[src/rtl/uart_cmd_tx.sv]
// Tile-write command transmitter: queues {col,row,char} requests and sends each one as a
// 4-byte 8N1 frame (col, row, char, EOL) on tx_o.
module uart_cmd_tx #(
  parameter int unsigned CLK_FREQ   = 25000000,
  parameter int unsigned BAUD_RATE  = 115200,
  parameter int unsigned FIFO_DEPTH = 4,
  parameter logic [7:0]  EOL_CHAR   = 8'h0A
) (
  input  logic       clk_i,
  input  logic       rst_i,
  input  logic       valid_i,
  output logic       ready_o,
  input  logic [6:0] col_i,
  input  logic [4:0] row_i,
  input  logic [6:0] char_i,
  output logic       tx_o,
  output logic       busy_o
);

  localparam int unsigned BaudDiv = CLK_FREQ / BAUD_RATE;
  localparam int unsigned CntW    = (BaudDiv > 1) ? $clog2(BaudDiv) : 1;
  localparam int unsigned PtrW    = $clog2(FIFO_DEPTH);
  localparam logic [CntW-1:0] CntLast  = CntW'(BaudDiv - 1);
  localparam logic [PtrW:0]   FifoFull = (PtrW + 1)'(FIFO_DEPTH);

  typedef enum logic [1:0] {StIdle, StStart, StData, StStop} state_e;

  // Request FIFO
  logic [18:0]     fifo_mem_q [FIFO_DEPTH];
  logic [PtrW-1:0] wr_ptr_q, rd_ptr_q;
  logic [PtrW:0]   fifo_cnt_q, fifo_cnt_d;
  logic            ready_q;
  logic            fifo_push, fifo_pop, fifo_empty;
  logic [18:0]     fifo_head;

  // Serialiser
  state_e          state_q;
  logic [CntW-1:0] baud_cnt_q;
  logic [2:0]      bit_q;
  logic [1:0]      idx_q;
  logic [18:0]     frame_q;
  logic            tx_q, tx_d;
  logic            busy_q;
  logic            baud_done;
  logic [7:0]      cur_byte;

  assign fifo_push  = valid_i & ready_q;
  assign fifo_empty = (fifo_cnt_q == '0);
  assign fifo_head  = fifo_mem_q[rd_ptr_q];
  assign baud_done  = (baud_cnt_q == CntLast);

  // Pop either from idle or at the end of the EOL stop bit, so frames run back to back.
  always_comb begin
    fifo_pop = 1'b0;
    if (!fifo_empty) begin
      if (state_q == StIdle) begin
        fifo_pop = 1'b1;
      end else if (state_q == StStop && baud_done && idx_q == 2'd3) begin
        fifo_pop = 1'b1;
      end
    end
  end

  always_comb begin
    fifo_cnt_d = fifo_cnt_q;
    unique case ({fifo_push, fifo_pop})
      2'b10:   fifo_cnt_d = fifo_cnt_q + 1'b1;
      2'b01:   fifo_cnt_d = fifo_cnt_q - 1'b1;
      default: fifo_cnt_d = fifo_cnt_q;
    endcase
  end

  always_ff @(posedge clk_i) begin
    if (fifo_push) begin
      fifo_mem_q[wr_ptr_q] <= {col_i, row_i, char_i};
    end
  end

  always_ff @(posedge clk_i) begin
    if (rst_i) begin
      wr_ptr_q   <= '0;
      rd_ptr_q   <= '0;
      fifo_cnt_q <= '0;
      ready_q    <= 1'b1;
    end else begin
      if (fifo_push) begin
        wr_ptr_q <= wr_ptr_q + 1'b1;
      end
      if (fifo_pop) begin
        rd_ptr_q <= rd_ptr_q + 1'b1;
      end
      fifo_cnt_q <= fifo_cnt_d;
      ready_q    <= (fifo_cnt_d != FifoFull);
    end
  end

  always_comb begin
    case (idx_q)
      2'd0:    cur_byte = {1'b0, frame_q[18:12]};
      2'd1:    cur_byte = {3'b000, frame_q[11:7]};
      2'd2:    cur_byte = {1'b0, frame_q[6:0]};
      default: cur_byte = EOL_CHAR;
    endcase
  end

  always_comb begin
    case (state_q)
      StStart: tx_d = 1'b0;
      StData:  tx_d = cur_byte[bit_q];
      default: tx_d = 1'b1;
    endcase
  end

  // tx_q and busy_q trail state_q by one cycle, so both line up with the line level.
  always_ff @(posedge clk_i) begin
    if (rst_i) begin
      state_q    <= StIdle;
      baud_cnt_q <= '0;
      bit_q      <= '0;
      idx_q      <= '0;
      frame_q    <= '0;
      tx_q       <= 1'b1;
      busy_q     <= 1'b0;
    end else begin
      tx_q   <= tx_d;
      busy_q <= (state_q != StIdle) || !fifo_empty || fifo_push;
      case (state_q)
        StIdle: begin
          baud_cnt_q <= '0;
          if (fifo_pop) begin
            frame_q <= fifo_head;
            idx_q   <= 2'd0;
            state_q <= StStart;
          end
        end
        StStart: begin
          if (baud_done) begin
            baud_cnt_q <= '0;
            bit_q      <= 3'd0;
            state_q    <= StData;
          end else begin
            baud_cnt_q <= baud_cnt_q + 1'b1;
          end
        end
        StData: begin
          if (baud_done) begin
            baud_cnt_q <= '0;
            if (bit_q == 3'd7) begin
              state_q <= StStop;
            end else begin
              bit_q <= bit_q + 1'b1;
            end
          end else begin
            baud_cnt_q <= baud_cnt_q + 1'b1;
          end
        end
        StStop: begin
          if (baud_done) begin
            baud_cnt_q <= '0;
            if (idx_q != 2'd3) begin
              idx_q   <= idx_q + 1'b1;
              state_q <= StStart;
            end else if (fifo_pop) begin
              frame_q <= fifo_head;
              idx_q   <= 2'd0;
              state_q <= StStart;
            end else begin
              state_q <= StIdle;
            end
          end else begin
            baud_cnt_q <= baud_cnt_q + 1'b1;
          end
        end
        default: state_q <= StIdle;
      endcase
    end
  end

  assign ready_o = ready_q;
  assign tx_o    = tx_q;
  assign busy_o  = busy_q;

endmodule
[config.mk]
export PLATFORM = sky130hd
export DESIGN_NAME = uart_cmd_tx
export DESIGN_NICKNAME = d
export VERILOG_FILES = /design/src/rtl/uart_cmd_tx.sv
export SDC_FILE = /design/constraint.sdc
export NUM_CORES = 1
export LEC_CHECK = 0
export ABC_AREA = 0
export CORE_MARGIN = 5
export CORE_UTILIZATION = 50
export CTS_CLUSTER_DIAMETER = 50
export CTS_CLUSTER_SIZE = 12
export DETAILED_ROUTE_END_ITERATION = 8
export PLACE_DENSITY_LB_ADDON = 0.08
export SKIP_CTS_REPAIR_TIMING = 1
export SLEW_MARGIN = 0
export SYNTH_ARGS = -nofsm -noshare
export SYNTH_HDL_FRONTEND = slang
export SYNTH_SLANG_ARGS = --single-unit
[constraint.sdc]
create_clock -name clk_i -period 2.4 [get_ports clk_i]
set_input_delay 0.48 -clock clk_i [delete_from_list [all_inputs] [get_ports clk_i]]
set_output_delay 0.48 -clock clk_i [all_outputs]
set_load 0.01 [all_outputs]
-- Word-level counts from Yosys, hierarchy flattened
Memory sizes are Yosys's and may differ from the RTL's. A register that Yosys moved wholly into a read port is not among the register bits.
Cells that the tools add are included.
- memories: 1
- register bits after elaboration: 44
- latch bits: 0
- memory bits (writable): 76
- memory bits (read-only): 0
- bits of input ports: 22
- output and inout port bits: 3
- logic and storage cells: 90
- divide/modulo/power cells: 0
- multipliers: 0
- multiplexer cells: 34
- $lt $le $gt $ge: 1
- bitwise gates (word level): 1
- shift-type cells: 0
- reduce and logical (&&, ||, !) cells: 16
- add/subtract/negate cells: 7
- equal/unequal tests: 19
- memory list (name ; words ; bits a word ; rd ports ; clocked after memory_dff ; wr ports ; RTL line ; RTL):
    fifo_mem_q ; 4 ; 19 ; 1 ; 1 ; 1 ; 29 ; logic [18:0] fifo_mem_q [FIFO_DEPTH];
- operators with widths (kind ; count):
    19-bit 2-to-1 mux ; 3
    19-bit one-hot mux with 2 select lines ; 1
    7-bit one-hot mux with 3 select lines ; 1
    2-bit 2-to-1 mux ; 10
    2-bit inequality test (second input constant) ; 8
    8-bit one-hot mux with 2 select lines ; 1
    3-bit one-hot mux with 2 select lines ; 2
    2-bit equality test (second input constant) ; 5
    3-bit 2-to-1 mux ; 3
    8-bit by 1-bit adder with 8-bit output (second input constant) ; 1
    8-bit equality test (second input constant) ; 1
    1-bit 2-to-1 mux ; 8
    8-bit 2-to-1 mux ; 1
    2-bit one-hot mux with 4 select lines ; 1
    2-bit by 1-bit adder with 2-bit output (second input constant) ; 3
    3-bit by 1-bit adder with 3-bit output (second input constant) ; 2
    2-bit by 1-bit equality test with 1-bit output (second input constant) ; 3
    2-bit nonzero test ; 3
    5-bit AND reduction ; 1
    2-bit logical NOT ; 2
    3-bit by 4-bit < comparator with 1-bit output (second input constant) ; 1
    2-bit one-hot mux with 2 select lines ; 1
    4-bit AND reduction ; 1
    1-bit binary-select mux with 3-bit select ; 1
    12 further kinds ; 14

-- Longest topological paths before layout
Gate-level depths: netlist of run 1.
- word-level depth: 10
- mapped depth: 12
- gate-level depth less buffers: 12

-- Least setup slack after synthesis of run 1
Ideal clock, no wire load.
- kind: register to register
- from: reg state_q[1]
- to: reg ready_q (netlist: ready_o)
- required time: 2.281 ns
- path slack: -0.055 ns
- arrival time: 2.335 ns
- buffers on the path: 1
- setup time: 0.119 ns
- stages on the path, launching flop included: 12
- period minus slack after synthesis: 2.455 ns
- path through: dfxtp_1 > ha_1 > clkbuf_1 > a41oi_1 > nor2_1 > ha_1 > inv_1 > fa_1 > xor2_1 > or3_1 > a21oi_1 > nand2_1
- longest elaborated chain between the ends: 9
- elaborated cells on any way between the ends: 11
- classes of those cells: eq/ne (4); mux (4); reduce/logical (3)
- ends and longest elaborated chain (item ; RTL line ; RTL):
    start: declaration ; 37 ; state_e state_q;
    start signal: assignment ; 117 ; state_q <= StIdle;
    start signal: assignment ; 133 ; state_q <= StStart;
    start signal: assignment ; 140 ; state_q <= StData;
    2-bit equality test ; 58 ; end else if (state_q == StStop && baud_done && idx_q == 2'd3) begin
    1-bit logical AND (2 in a row) ; 58 ;
    1-bit 2-to-1 mux ; 58 ;
    1-bit 2-to-1 mux (*) ; 56 ; if (state_q == StIdle) begin
    1-bit 2-to-1 mux (*) ; 55 ; if (!fifo_empty) begin
    via fifo_pop ; 33 ; logic fifo_push, fifo_pop, fifo_empty;
    2-bit by 1-bit equality test with 1-bit output / 2-bit equality test (equally long branches) ; 66 ; unique case ({fifo_push, fifo_pop})
    3-bit one-hot mux with 2 select lines (*) ; 66 ;
    3-bit inequality test (*) ; 93 ; ready_q <= (fifo_cnt_d != FifoFull);
    end signal: assignment ; 93 ;
    end: declaration ; 32 ; logic ready_q;
Mark *: on every way through the listed nets, which the timed path passes. The rest lies on a longest branch.
A chain may end at the register's enable or synchronous reset.

-- Final worst setup path of run 1
- from: reg baud_cnt_q[1]
- to: reg ready_q (netlist: ready_o)
- longest elaborated chain between the ends: 9
- elaborated cells on any way between the ends: 10
- classes of those cells: eq/ne (4); mux (4); reduce/logical (2)
- ends and longest elaborated chain (item ; RTL line ; RTL):
    start: declaration ; 38 ; logic [CntW-1:0] baud_cnt_q;
    start signal: assignment ; 142 ; baud_cnt_q <= baud_cnt_q + 1'b1;
    start signal: assignment ; 154 ; baud_cnt_q <= baud_cnt_q + 1'b1;
    start signal: assignment ; 171 ; baud_cnt_q <= baud_cnt_q + 1'b1;
    8-bit equality test (*) ; 50 ; assign baud_done = (baud_cnt_q == CntLast);
    1-bit logical AND (*) (2 in a row) ; 58 ;
    1-bit 2-to-1 mux (*) ; 58 ;
    1-bit 2-to-1 mux (*) ; 56 ;
    1-bit 2-to-1 mux (*) ; 55 ;
    via fifo_pop ; 33 ;
    2-bit by 1-bit equality test with 1-bit output / 2-bit equality test (equally long branches) ; 66 ;
    3-bit one-hot mux with 2 select lines (*) ; 66 ;
    3-bit inequality test (*) ; 93 ;
Marked as above.

==> results of run 1 <==
## how the worst max path moves through the flow
stage | depth (start not counted) | to | startpoint | slack [ns]
global route | 12 | ready_o$_SDFF_PP1_ | baud_cnt_q[1]$_SDFF_PP0_ | -0.09
CTS | 12 | ready_o$_SDFF_PP1_ | baud_cnt_q[1]$_SDFF_PP0_ | -0.19
global placement | 12 | ready_o$_SDFF_PP1_ | baud_cnt_q[0]$_SDFF_PP0_ | -0.08
finish | 12 | ready_o$_SDFF_PP1_ | baud_cnt_q[1]$_SDFF_PP0_ | 0.04
floorplan | 12 | ready_o$_SDFF_PP1_ | baud_cnt_q[0]$_SDFF_PP0_ | 0.01
detailed placement | 12 | ready_o$_SDFF_PP1_ | baud_cnt_q[1]$_SDFF_PP0_ | -0.15
## layout by cell type, fill, tap and decap left out, types with 4 or more instances in the layout
cell type,n
dfxtp_1,46
a22oi_1,6
xnor2_1,4
mux4_2,19
nand4_1,5
nand3_1,7
nor2_1,42
inv_1,14
clkbuf_16,16
ha_1,16
nand2_1,14
a21oi_1,10
buf_4,23
mux2i_1,20
and3_1,6
clkdlybuf4s50_1,24
xor2_1,7
edfxtp_1,76
## sequential cells by signal (all words and copies together) (netlist names), named ones only
| name | cells |
|---|---|
| bit_q | 3 |
| tx_o | 1 |
| wr_ptr_q | 2 |
| idx_q | 2 |
| rd_ptr_q | 2 |
| baud_cnt_q | 8 |
| ready_o | 1 |
| frame_q | 19 |
| state_q | 2 |
| fifo_mem_q | 76 |
| fifo_cnt_q | 3 |
| busy_o | 1 |
## cell families (layout without fill, tap and decap cells)
logic type               count (synthesis)  after routing  synth area share (%)
adder cells (fa/ha/maj)                 18             18                  4.70
XOR/XNOR                                11             11                  1.95
AO/OA/AOI/OAI                           36             36                  5.11
multiplexers                            39             39                  12.7
AND/OR/NAND/NOR                         86             86                  8.14
flip-flops                             122            122                  64.7
buffers and inverters                   27             94                  2.70
## worst min-delay path, stage by stage (launching register included)
cell	delay [ns]
dfxtp_1	0.33
mux2i_1	0.07
nor2_1	0.07
## cells in the mapped netlist (all sizes together)
master   instances
inv             14
o21ai            3
and3             6
and4             1
a21o             1
nor2            43
nor4b            2
mux4            19
a32oi            1
clkbuf           5
a22oi            6
and2             1
a211o            1
or3              3
nand4            5
a21oi           11
a22o             2
buf              8
a31oi            2
a41oi            2
xor2             7
fa               1
o221ai           1
nand2           14
a211oi           1
a311oi           1
dfxtp           46
o21bai           1
nor3             2
edfxtp          76
nand2b           1
o311ai           1
a2111oi          2
nand3            7
ha              17
mux2i           20
xnor2            4
nor3b            1
## cell type report
cell class	instances	area, sq um	area share (%)
Multi-Input combinational cell	190	1650	27.0
Inverter	14	52.6	0.862
Tap cell	133	166	2.73
Timing Repair Buffer	48	433	7.10
Clock inverter	13	168	2.75
Sequential cell	122	3200	52.5
Clock buffer	19	432	7.08
## routing by layer
| layer | up-vias | routed length (um) | global-route usage [%] |
|---|---|---|---|
| met4 | 0 | 158 | 7.39 |
| met5 | - | 0 | 0 |
| met3 | 15 | 243 | 5.23 |
| met1 | 1369 | 4230 | 22.3 |
| li1 | 1379 | - | - |
| met2 | 40 | 4480 | 28.2 |
## metrics by stage
stage	instance area, sq um	setup slack (ns)	utilization [%]	instances	hold slack, ns
final	6100	0.0394	62.7	539	0.499
after global routing	6100	-0.0890	62.7	539	0.527
after CTS	6050	-0.186	62.2	537	0.502
after detailed placement	5450	-0.149	56.0	505	0.490
after global placement	5450	-0.0792	56.0	505	0.478
after floorplan	4950	0.0118	-	339	0.448
## power breakdown
group / switching, uW / leakage [uW] / internal [uW] / total, uW
combinational: 883 / 0.000885 / 879 / 1760
sequential: 190 / 0.00107 / 2620 / 2810
clock: 916 / 0.000289 / 1620 / 2530
==> results_dict.tcl, run 1 <==
set metrics [dict create \
    setup_viol 0 \
    drv_cap 0 \
    critPathMaxStageDelay_ns 0.33 \
    power_uw 7100 \
    yosysUniqueCellTypes 43 \
    cts_sinks 122 \
    synth_top_area_share_pct 46.1 \
    startpoint_type "flop" \
    tightest_slew_ns 0.376 \
    rsz0062_at_grt "true" \
    path_class "flop to flop" \
    grt_pass1_wl_um 15400 \
    area_growth_pct 23.2 \
    grt_max_degree 37 \
    synth_area_sq_um 4950 \
    n_antenna_cell 0 \
    fin_tns_setup_ns 0 \
    cts_buffer_depth 2 \
    portBuffers 24 \
    yosysSeqAreaShare_pct 64.7 \
    cts_buffers 17 \
    r2r_slack_ns 0.04 \
    arrival_ns 2.77 \
    tritoncts "done" \
    rows 36 \
    routedWlPerCell_um 16.9 \
    antenna_found_initial 0 \
    cts_root_buf "clkbuf_8" \
    path_buf_inv 2 \
    gp_congestion 0.746 \
    yosysWarnings 0 \
    nFillCells 768 \
    drt_iter0_drc 210 \
    finClkSkew_ns 0.0124 \
    ff2ff_path_depth 12 \
    drt_wl_total_um 9120 \
    status "completed" \
    slew_violations 0 \
    hp-class "flop to flop" \
    die_w_um 109 \
    p_per_area_nw_per_um2 1160 \
    avgSynthCellArea_sq_um 14.6 \
    fin_nets 433 \
    io_pins 25 \
    clk_latency_ns 0.52 \
    leakagePower_uw 0.00225 \
    period_share_pct 98.4 \
    crit_slowest_cell "fa_2" \
    drive_gt1_share_pct 20.4 \
    finalHoldViolCount 0 \
    firstDrtPassIters 4 \
    rr_startpoint "baud_cnt_q[1]$_SDFF_PP0_" \
    num_vias 2803 \
    path_max_fanout 2 \
    maxSlewHeadroom_pct 74.3 \
    cp-end-kind "flop" \
    globalRouteTotalUtil_pct 17.6 \
    initial_core_util_pct 50.9 \
    min_to "frame_q[10]$_SDFFE_PP0P_" \
    dp_hpwl_um 5620 \
    mappedNetlistNets 379 \
    min_period_ns 2.36 \
    r2r-end "ready_o$_SDFF_PP1_" \
    cp_cell_sequence "inv_1 -> ha_1 -> and4_4 -> a41oi_4 -> nor2_2 -> ha_2 -> inv_1 -> fa_2 -> xor2_1 -> or3_1 -> a21oi_2 -> nand2_1" \
    via_per_inst 5.20 \
    hold_depth 2 \
    synth.area.top_cells "edfxtp_1, dfxtp_1, mux4_2" \
    crit_family "simple AND/OR/NAND/NOR gates" \
    crit_top_cell "inv_1" \
    h-tree-depth 4 \
    coreArea_sq_um 9730 \
    drc 0 \
    ant_nets 0 \
    die_h_um 109 \
    required_ns 2.81 \
    clk_pin_slew_worst_paths_ns 0.06 \
    dieArea_sq_um 12000 \
    first_global_vias 2964 \
    max_freq_mhz 424 \
    hold_start "frame_q[10]$_SDFFE_PP0P_" \
    peakVddDrop_mv 0.777 \
    syn_inst 339 \
    synth_seq_cells 122 \
    grt_overflow 0 \
    yosys.area.top_type "edfxtp_1" \
]
Note: power is estimated with default switching activity, not from simulation.
==> run 2: changes to the inputs <==
- CELL_PAD_IN_SITES_DETAIL_PLACEMENT: default -> 1
- CELL_PAD_IN_SITES_GLOBAL_PLACEMENT: default -> 1
- CORE_MARGIN: 5 -> default
- CORE_UTILIZATION: 50 -> 45
==> results_dict.tcl, run 2 (synthesis results as in run 1) <==
set metrics [dict create \
    startpoint_type "flop" \
    finClkSkew_ns 0.00846 \
    grt_overflow 0 \
    leakagePower_uw 0.00224 \
    hp-class "flop to flop" \
    finalHoldViolCount 0 \
    rsz0062_at_grt "true" \
    dp_hpwl_um 6660 \
    max_freq_mhz 414 \
    via_per_inst 5.33 \
    cp_cell_sequence "inv_2 -> ha_4 -> and4_4 -> a41oi_2 -> nor2_2 -> ha_2 -> inv_2 -> fa_2 -> xor2_2 -> or3_1 -> a21oi_2 -> nand2_1" \
    h-tree-depth 4 \
    gp_congestion 0.761 \
    period_share_pct 101 \
    fin_nets 436 \
    drv_cap 0 \
    routedWlPerCell_um 18.4 \
    antenna_found_initial 0 \
    hold_depth 2 \
    die_h_um 107 \
    setup_viol 1 \
    dp.cells 512 \
    clk_latency_ns 0.52 \
    num_vias 2900 \
    cts_buffer_depth 2 \
    violations "setup timing" \
    layout_commonest_cell "edfxtp_1" \
    rr_startpoint "baud_cnt_q[0]$_SDFF_PP0_" \
    drc 0 \
    critPathMaxStageDelay_ns 0.35 \
    setup_ws_ns -0.0140 \
    maxSlewHeadroom_pct 67.1 \
    crit_top_cell "inv_2" \
    cts_root_buf "clkbuf_8" \
    gr-usage-met3_pct 5.71 \
    globalRouteTotalUtil_pct 19.5 \
    rows 37 \
    use_met2_pct 31.4 \
    drt_iter0_drc 114 \
    n_antenna_cell 0 \
    cp-end-kind "flop" \
    tightest_slew_ns 0.493 \
    path_max_fanout 2 \
    status "finished, violations left" \
    r2r_slack_ns -0.01 \
    path_class "flop to flop" \
    cts_sinks 122 \
    io_pins 25 \
    ant_nets 0 \
    p_per_area_nw_per_um2 1140 \
    largest_register_ff_count 76 \
    drive_gt1_share_pct 21.1 \
    mostFrequentLayoutCells "edfxtp_1, dfxtp_1, nor2_1" \
    slew_violations 0 \
    coreArea_sq_um 10500 \
    grt_pass1_wl_um 15900 \
    firstDrtPassIters 4 \
    min_period_ns 2.41 \
    die_w_um 107 \
    tritoncts "done" \
    initial_core_util_pct 47.1 \
    clk_pin_slew_worst_paths_ns 0.05 \
    arrival_ns 2.82 \
    largestRegisters "fifo_mem_q: 76 flops, frame_q: 19 flops, baud_cnt_q: 8 flops" \
    drt_wl_total_um 10000 \
    r2r-end "ready_o$_SDFF_PP1_" \
    first_global_vias 3108 \
    busiest_layer "met2" \
    cts_buffers 17 \
    portBuffers 24 \
    hold_start "frame_q[15]$_SDFFE_PP0P_" \
    whs_ns 0.504 \
    regMostFlops "fifo_mem_q" \
    fin_tns_setup_ns -0.0140 \
    peakVddDrop_mv 0.723 \
    required_ns 2.80 \
    min_to "frame_q[15]$_SDFFE_PP0P_" \
    instances_no_fill 544 \
    grt_max_degree 24 \
    ff2ff_path_depth 12 \
    grtUsageMet1_pct 24.4 \
    dieArea_sq_um 11400 \
    area_growth_pct 22.9 \
    dp_slack_ns -0.164 \
    crit_slowest_cell "fa_2" \
    nFillCells 1007 \
]
[run 2: cell types whose count changed in the layout (fill, tap and decap cells not counted), moves of 2 or more]
cell / before / now
inv_1: 14 / 11
inv_6: 3 / 0
inv_2: 0 / 3
dfxtp_2: 0 / 2
buf_4: 23 / 25
clkbuf_1: 1 / 6
clkinv_4: 3 / 1
dfxtp_1: 46 / 44
[run 2: routing by layer]
| layer | up-vias | routed length (um) |
|---|---|---|
| met1 | 1467 | 4590 |
| met4 | 0 | 72 |
| met5 | - | 0 |
| met3 | 5 | 286 |
| li1 | 1381 | - |
| met2 | 47 | 5060 |
[run 2: layout make-up]
class / count / area [sq um] / area share, %
inverter: 14 / 52.6 / 0.864
timing repair buffer: 51 / 468 / 7.69
clock buffer: 23 / 437 / 7.18
sequential: 122 / 3210 / 52.7
tap: 136 / 170 / 2.80
clock inverter: 8 / 97.6 / 1.60
multi-input combinational: 190 / 1650 / 27.2
[run 2: power breakdown]
part	internal, uW	leakage [uW]	total [uW]	switching [uW]
Combinational	897	0.000910	1830	932
Sequential	2620	0.00107	2820	200
Clock	1460	0.000254	2300	840
[run 2: worst max-delay path: cells and delay by family, from the launching register on]
family                   cells  cell delay (ns)
XOR/XNOR                     1             0.16
flip-flops                   1             0.32
AND/OR/NAND/NOR              4             0.79
adder cells (fa/ha/maj)      3             0.67
AO/OA/AOI/OAI                2             0.27
buffers and inverters        2             0.10
[run 2: how the worst max path moves through the flow]
stage	to	from	slack, ns
6_report	ready_o$_SDFF_PP1_	baud_cnt_q[0]$_SDFF_PP0_	-0.01
3_5_place_dp	ready_o$_SDFF_PP1_	baud_cnt_q[0]$_SDFF_PP0_	-0.16
4_1_cts	ready_o$_SDFF_PP1_	baud_cnt_q[0]$_SDFF_PP0_	-0.23
3_3_place_gp	ready_o$_SDFF_PP1_	baud_cnt_q[0]$_SDFF_PP0_	-0.06
2_1_floorplan	ready_o$_SDFF_PP1_	baud_cnt_q[0]$_SDFF_PP0_	0.01
5_1_grt	ready_o$_SDFF_PP1_	baud_cnt_q[0]$_SDFF_PP0_	-0.14
[run 2: per-stage QoR]
step	instance area (sq um)	power, uW	util (%)
2_1_floorplan	4950	4060	-
4_1_cts	6030	6980	57.4
6_report	6080	6950	57.9
3_5_place_dp	5500	4640	52.3
3_3_place_gp	5500	4570	52.3
5_1_grt	6080	7310	57.9
==> run 3: changes to the inputs <==
- RECOVER_POWER: default -> 50
==> results_dict.tcl, run 3 (synthesis results as in run 1) <==
set metrics [dict create \
    rr_startpoint "baud_cnt_q[0]$_SDFF_PP0_" \
    dp_hpwl_um 6660 \
    leakagePower_uw 0.00223 \
    rsz0062_at_grt "true" \
    setup_ws_ns -0.0105 \
    drv_cap 0 \
    clk_pin_slew_worst_paths_ns 0.05 \
    grtUsageMet1_pct 24.4 \
    clk_latency_ns 0.51 \
    n_antenna_cell 0 \
    startpoint "baud_cnt_q[0]$_SDFF_PP0_" \
    crit_top_cell "inv_2" \
    peakVddDrop_mv 0.725 \
    largestRegisters "fifo_mem_q: 76 flops, frame_q: 19 flops, baud_cnt_q: 8 flops" \
    drive_gt1_share_pct 20.3 \
    setup_viol 1 \
    initial_core_util_pct 47.1 \
    nFillCells 1010 \
    via_per_inst 5.31 \
    hp-class "flop to flop" \
    ant_nets 0 \
    antenna_found_initial 0 \
    mostFrequentLayoutCells "edfxtp_1, dfxtp_1, nor2_1" \
    die_w_um 107 \
    layout_commonest_cell "edfxtp_1" \
    tightest_slew_ns 1.23 \
    final_util_pct 57.8 \
    slew_violations 0 \
    coreArea_sq_um 10500 \
    rows 37 \
    drt_wl_total_um 9980 \
    io_pins 25 \
    path_max_fanout 2 \
    firstDrtPassIters 4 \
    critPathMaxStageDelay_ns 0.35 \
    finClkSkew_ns 0.0104 \
    max_freq_mhz 415 \
    p_per_area_nw_per_um2 1140 \
    path_buf_inv 2 \
    drt_iter0_drc 115 \
    num_vias 2891 \
    ff2ff_path_depth 12 \
    cts_sinks 122 \
    crit_family "simple AND/OR/NAND/NOR gates" \
    seqCellArea_sq_um 3210 \
    cts_buffers 17 \
    r2r-end "ready_o$_SDFF_PP1_" \
    portBuffers 24 \
    grt_pass1_wl_um 15900 \
    crit_slowest_cell "fa_2" \
    grt_overflow 0 \
    cp.depth 12 \
    place_area_sq_um 5500 \
    maxSlewHeadroom_pct 18.3 \
    path_class "flop to flop" \
    required_ns 2.80 \
    busiest_layer "met2" \
    startpoint_type "flop" \
    gr-usage-met3_pct 5.71 \
    first_global_vias 3108 \
    globalRouteTotalUtil_pct 19.5 \
    regMostFlops "fifo_mem_q" \
    dieArea_sq_um 11400 \
    routedWlPerCell_um 18.3 \
    violations "setup timing" \
    finalHoldViolCount 0 \
    min_period_ns 2.41 \
    cts_buffer_depth 2 \
    final_cell_area_sq_um 6070 \
    die_h_um 107 \
    drc 0 \
    cp-end-kind "flop" \
    tritoncts "done" \
    gp_congestion 0.761 \
    cts_root_buf "clkbuf_8" \
    multiInputGateArea_sq_um 1650 \
    critical_path.endpoint "ready_o$_SDFF_PP1_" \
    h-tree-depth 4 \
    status "finished, violations left" \
    power_uw 6930 \
    area_growth_pct 22.6 \
    grt_max_degree 24 \
    fin_nets 436 \
    r2r_slack_ns -0.01 \
    largest_register_ff_count 76 \
    use_met2_pct 31.4 \
    arrival_ns 2.81 \
    cp_cell_sequence "inv_2 -> ha_4 -> and4_4 -> a41oi_2 -> nor2_2 -> ha_2 -> inv_2 -> fa_2 -> xor2_2 -> or3_1 -> a21oi_2 -> nand2_1" \
    period_share_pct 100 \
]
## run 3: area by class of cell
class | count | area share (%)
tap | 136 | 2.80
inverter | 14 | 0.866
sequential | 122 | 52.8
clock inverter | 8 | 1.61
clock buffer | 23 | 7.19
timing repair buffer | 51 | 7.48
multi-input combinational | 190 | 27.2
## run 3: worst min-delay path by stage
stage | startpoint | cells after the start | slack, ns | to
floorplan | baud_cnt_q[0]$_SDFF_PP0_ | 1 | 0.45 | baud_cnt_q[0]$_SDFF_PP0_
global placement | frame_q[5]$_SDFFE_PP0P_ | 2 | 0.48 | frame_q[5]$_SDFFE_PP0P_
detailed placement | frame_q[11]$_SDFFE_PP0P_ | 2 | 0.49 | frame_q[11]$_SDFFE_PP0P_
CTS | frame_q[11]$_SDFFE_PP0P_ | 2 | 0.51 | frame_q[11]$_SDFFE_PP0P_
global route | frame_q[8]$_SDFFE_PP0P_ | 2 | 0.53 | frame_q[8]$_SDFFE_PP0P_
finish | frame_q[15]$_SDFFE_PP0P_ | 2 | 0.50 | frame_q[15]$_SDFFE_PP0P_
## run 3: worst min-delay path, cell delays in order (launching register included)
cell     delay (ns)
dfxtp_1        0.33
mux2i_1        0.07
nor2_1         0.07
## run 3: stage by stage
step,hold WS (ns),TNS [ns],std cells,worst slack (ns)
6_report,0.504,-0.0105,544,-0.0105
5_1_grt,0.529,-0.175,544,-0.143
4_1_cts,0.507,-0.364,543,-0.228
3_5_place_dp,0.493,-0.231,512,-0.164
3_3_place_gp,0.480,-0.0550,512,-0.0550
2_1_floorplan,0.448,0,339,0.0118
## run 3: routing by layer
| metal | wire [um] | part of all wire, % | vias up |
|---|---|---|---|
| li1 | - | - | 1381 |
| met3 | 249 | 2.5 | 2 |
| met1 | 4620 | 46 | 1469 |
| met2 | 5070 | 51 | 39 |
| met4 | 44 | 0.44 | 0 |
| met5 | 0 | 0 | - |
## run 3: power by group
group	total, uW	internal (uW)	switching [uW]	leakage [uW]
registers	2820	2620	199	0.00107
logic	1810	875	931	0.000903
clock network	2300	1460	841	0.000254
